--- src/rtl/clk_div_prog.sv ---
// Programmable clock divider: slow_clk toggles and tick pulses every D = max(cur_div,1) enabled cycles.
// Latency: all outputs registered, one edge. Optional macro CLK_DIV_IMM_LOAD_EN makes div_load take effect at once.
module clk_div_prog #(
    parameter int CNT_W   = 26,
    parameter int DEF_DIV = 50_000_000
) (
    input  logic             clk,
    input  logic             rst,
    input  logic             en,
    input  logic [CNT_W-1:0] div_in,
    input  logic             div_load,
    output logic             slow_clk,
    output logic             tick,
    output logic             load_pending,
    output logic [CNT_W-1:0] cur_div
);
    localparam logic [CNT_W-1:0] DEF_VAL = CNT_W'(DEF_DIV);
    localparam logic [CNT_W-1:0] ONE     = {{(CNT_W-1){1'b0}}, 1'b1};

    logic [CNT_W-1:0] cnt;
    logic [CNT_W-1:0] eff_div;
    logic             at_term;

    // A zero divisor behaves as divide-by-one so the counter never wraps.
    always_comb begin
        eff_div = (cur_div == '0) ? ONE : cur_div;
        at_term = (cnt == eff_div - ONE);
    end

`ifdef CLK_DIV_IMM_LOAD_EN
    always_ff @(posedge clk) begin
        if (!rst) begin
            cnt          <= '0;
            slow_clk     <= 1'b0;
            tick         <= 1'b0;
            load_pending <= 1'b0;
            cur_div      <= DEF_VAL;
        end else if (div_load) begin
            cur_div <= div_in;
            cnt     <= '0;
            tick    <= 1'b0;
        end else if (en && at_term) begin
            cnt      <= '0;
            slow_clk <= ~slow_clk;
            tick     <= 1'b1;
        end else if (en) begin
            cnt  <= cnt + ONE;
            tick <= 1'b0;
        end else begin
            tick <= 1'b0;
        end
    end
`else
    logic [CNT_W-1:0] shadow;

    always_ff @(posedge clk) begin
        if (!rst) begin
            cnt          <= '0;
            slow_clk     <= 1'b0;
            tick         <= 1'b0;
            load_pending <= 1'b0;
            shadow       <= DEF_VAL;
            cur_div      <= DEF_VAL;
        end else begin
            if (en && at_term) begin
                cnt      <= '0;
                slow_clk <= ~slow_clk;
                tick     <= 1'b1;
            end else if (en) begin
                cnt  <= cnt + ONE;
                tick <= 1'b0;
            end else begin
                tick <= 1'b0;
            end
            // A fresh capture wins over applying the old shadow on the same edge.
            if (div_load) begin
                shadow       <= div_in;
                load_pending <= 1'b1;
            end else if (en && at_term && load_pending) begin
                cur_div      <= shadow;
                load_pending <= 1'b0;
            end
        end
    end
`endif
endmodule

--- config.mk ---
export PLATFORM = sky130hd
export DESIGN_NAME = clk_div_prog
export DESIGN_NICKNAME = d
export VERILOG_FILES = /design/src/rtl/clk_div_prog.sv
export SDC_FILE = /design/constraint.sdc
export NUM_CORES = 1
export LEC_CHECK = 0
export BUFFER_PORTS_ARGS = -buffer_cell sky130_fd_sc_hd__clkbuf_2
export CAP_MARGIN = 20
export CORE_ASPECT_RATIO = 1.1
export CORE_MARGIN = 10
export CORE_UTILIZATION = 40
export DETAILED_ROUTE_END_ITERATION = 6
export GPL_TIMING_DRIVEN = 0
export PLACE_DENSITY = 0.57
export SLEW_MARGIN = 20
export SYNTH_ARGS = -nofsm -noshare
export SYNTH_HDL_FRONTEND = slang
export SYNTH_SLANG_ARGS = --single-unit
--- constraint.sdc ---
create_clock -name clk -period 4.3 [get_ports clk]
set_clock_uncertainty 0.05 [all_clocks]
set_input_delay 0.43 -clock clk [delete_from_list [all_inputs] [get_ports clk]]
set_output_delay 0.43 -clock clk [all_outputs]
set_load 0.01 [all_outputs]
==> results.txt <==
----------------------------------------------------
[Outcome]
  Run status ... complete, no violations

[Clock network]
  Number of levels in the clock H-tree ... 3
  Worst skew pair latency ... 340 ps
  Number of sinks handled by clock tree synthesis ... 81
  Clock transition at the registers of the reported paths ... ~60 ps
  Longest Clk Path Bufs ... 2
  TritonCTS clock tree ... done
  Cts hold-fix bufs ... 0
  Clk Tree Root Cell ... clkbuf_16
  Number of buffers created by CTS ... 9

[Worst hold path]
  Worst hold-check path type ... input port to flop
  Source of the worst hold timing path ... div_in[7]

[STA]
  Number of pins exceeding their max-slew limit in the final report ... 0
  Minimum period implied by the final worst setup slack ... 4200 ps
  Setup violation total in the final timing report ... 0
  Peak clock frequency supported by timing ... approximately 0.24 GHz
  Worst slew margin relative to its limit ... 51.2%
  Setup repair after global routing missed its margin ... yes
  Worst-margin pin slew ... 732 ps
  Slack of the critical path ... roughly 99 ps
  Number of failing hold endpoints at the final stage ... 0
  Final critical-path share of the clock period ... 97.7%

[Floorplan]
  Io pins ... 59
  Core outline area ... between 10000 and 15000 µm²
  Die ar. ... 15100 µm²
  Chip Width ... 118 µm
  Die Height ... about 130 µm
  Initial Utilization ... 40.8%
  Standard-cell row count ... 39

[Drt]
  Routed vias ... 3838
  Mean number of vias per cell ... 5.19
  Final routed wire length divided by cell count ... 16.0 µm
  Total length of routed wires ... ~12 mm
  Detailed router's first-iteration violation count ... 175
  Count of nets left with antenna violations after detail routing ... 0
  Post-route DRC ... 0
  Total iterations of the first detailed-routing run ... 5

[Synthesis]
  Number of different library cells in the post-synthesis netlist ... 56
  Number of flops mapped to enable cells by yosys ... 0
  Post-synthesis instance area ... 4240 µm²
  Net count after synthesis ... approximately 540
  Mapped Cells ... 510
  Top FF cell, synth ... dfxtp_1
  Avg Synthesized Cell Area ... 8.31 µm²
  Ys Warns ... 0
  Sequential cell area fraction in the yosys report ... 38.3%
  Register bit count reported by yosys ... 81
  Asr flop ratio synth ... 0%

[Placed design]
  Port buffer count ... 56
  GPL Wtd Cong ... 0.919
  Post-Place Setup Slack ... -395 ps
  Post-DP HPWL ... between 8 and 9 mm

[Worst setup path]
  Sort of element at the end of the critical path ... flop
  CP Buf/Inv Count ... 3
  RR Startpoint ... cur_div[6]$_SDFFE_PN0P_
  CP startpoint kind ... flop
  Arr. time, crit path ... 4340 ps
  Biggest cell delay along the critical path ... 530 ps
  Crit path max-delay cell type ... or4_4
  Worst Path Max Fanout ... 9
  Top Family by Delay on Critical Path ... simple AND/OR/NAND/NOR gates
  Start-to-end type of the worst setup path ... flop to flop
  Critical-path cell list ... or4_4 > or4_4 > or3_4 > nor2b_4 > ha_4 > buf_4 > nand2_2 > o21ai_0 > a2111o_1 > a2111oi_4 > and4_1 > buf_6 > and2_4 > buf_6 > o211ai_1
  Data required time of the worst path ... roughly 4400 ps
  Critical path startpoint ... cur_div[6]$_SDFFE_PN0P_

[Cells and area]
  Fillers ... 1019
  Sequential cell area in the final layout ... 1640 µm²
  Share of final-layout standard cells stronger than drive strength 1 ... 23.0%
  Net total in the final layout ... 623
  Area Overhead vs Synth ... 25.2%
  ANT cells ... 0
  Combined area of the multi-input logic cells ... 2550 µm²

[Global routing]
  GR Util met1 ... 18.7%
  Maximum number of pins on one net before global-route repair ... 15
  Total global-route track usage ... 15.7%
  Global routing usage on met2 ... 26.6%
  Remaining Overflow, GRT ... 0
  GRT met3 Usage ... 3.00%
  GRT busiest layer ... met2
  First-pass GRT wire length ... between 15 and 20 mm
  Via count of the first global-routing pass ... 3818
  Number of antenna violations at the first check in global routing ... 0

[Power and ir drop]
  Leakage power figure ... 2.11 nW
  Sum of internal, switching and leakage power ... 1.57 mW
  Power per cell area ... approximately 300 nW/µm²
  Peak VDD IR ... 0.000184 V

[Run]
  Max-capacitance violation count ... 0

----------------------------------------------------
-- layout make-up --
type	count	area share (%)
multi-input combinational	380	48.0
sequential	81	30.9
timing repair buffer	76	8.56
clock buffer	11	4.57
tap	143	3.37
buffer	24	2.48
inverter	19	1.34
clock inverter	5	0.778
-- synth_stat cells, drive strengths merged (4+ instances only) --
cell type,n,area (µm²)
dfxtp,81,1620
nor2,67,251
nand2,42,158
nand3,39,195
mux2i,35,350
xnor2,30,263
xor2,22,193
clkbuf,20,77.6
inv,19,71.3
o21ai,19,106
o211ai,15,113
a21oi,13,65.1
nor3,11,55.1
nor4,11,75.1
buf,10,67.6
nand2b,10,62.6
or4,9,71.3
nand4,6,37.5
or3,5,31.3
and2,4,25.0
and3,4,25.0
-- registers in the layout (all words and copies together) (netlist names) --
| register | cells |
|---|---|
| cur_div | 26 |
| shadow | 26 |
| load_pending | 1 |
| cnt | 26 |
| tick | 1 |
| slow_clk | 1 |
-- what timing repair did --
item | in CTS | in global routing
buffers inserted | 15 | 3
setup endpoints to repair | 54 | 54
gates cloned | 2 | 0
resized for setup | 25 | 23
pin swaps | 21 | 15
-- placed cells by master, fill, tap and decap left out, drive strengths merged, types with 13 or more instances in the layout --
master	instances
a21oi	13
buf	27
clkbuf	84
dfxtp	81
inv	19
mux2i	35
nand2	42
nand3	39
nor2	67
o211ai	15
o21ai	19
xnor2	30
xor2	22
-- where the power goes --
part / internal, mW / switching [mW] / leakage, nW
clock: 0.410 / 0.309 / 0.132
combinational: 0.0349 / 0.0403 / 1.31
sequential: 0.765 / 0.0118 / 0.662
-- stage by stage --
| step | utilization [%] | setup TNS [ps] | area [µm²] | hold slack [ps] | instances |
|---|---|---|---|---|---|
| after floorplan | - | -168 | 4290 | 380 | 510 |
| after global placement | 45.6 | -14280 | 4740 | 399 | 709 |
| after detailed placement | 45.6 | -15560 | 4740 | 406 | 709 |
| after CTS | 50.6 | -9030 | 5260 | 245 | 741 |
| after global routing | 51.1 | -17.8 | 5310 | 267 | 739 |
| final | 51.1 | 0 | 5310 | 251 | 739 |
-- final timing paths --
kind	slack (ps)	depth (start not counted)	to
min reg2reg	400	2	cur_div[10]$_SDFFE_PN0P_
max	100	15	cur_div[15]$_SDFFE_PN1P_
max reg2reg	100	15	cur_div[15]$_SDFFE_PN1P_
min	250	3	shadow[7]$_SDFFE_PN1P_
-- per-layer routing --
metal  share of wire, %  up-vias
met5                  0        -
met1                 44     1785
li1                   -     1949
met3                3.9       20
met4                2.4        0
met2                 49       84
-- kinds of logic after synthesis --
group           count (synthesis)  share of synthesized area, %
buf+inv                        49                          5.11
simple gates                  220                          25.5
flops                          81                          38.3
fa+ha+maj                       2                         0.590
compound gates                 71                          11.5
mux                            35                          8.26
xor+xnor                       52                          10.7
-- worst reg2reg max path, stage by stage (launching register included) --
cell       delay (ps)
dfxtp_4           390
or4_4             530
or4_4             510
or3_4             410
nor2b_4           140
ha_4              190
buf_4             150
nand2_2           100
o21ai_0           130
a2111o_1          430
a2111oi_4         230
and4_1            260
buf_6             110
and2_4            200
buf_6             130
o211ai_1          100
No activity file was read; power rests on OpenSTA's default activity.
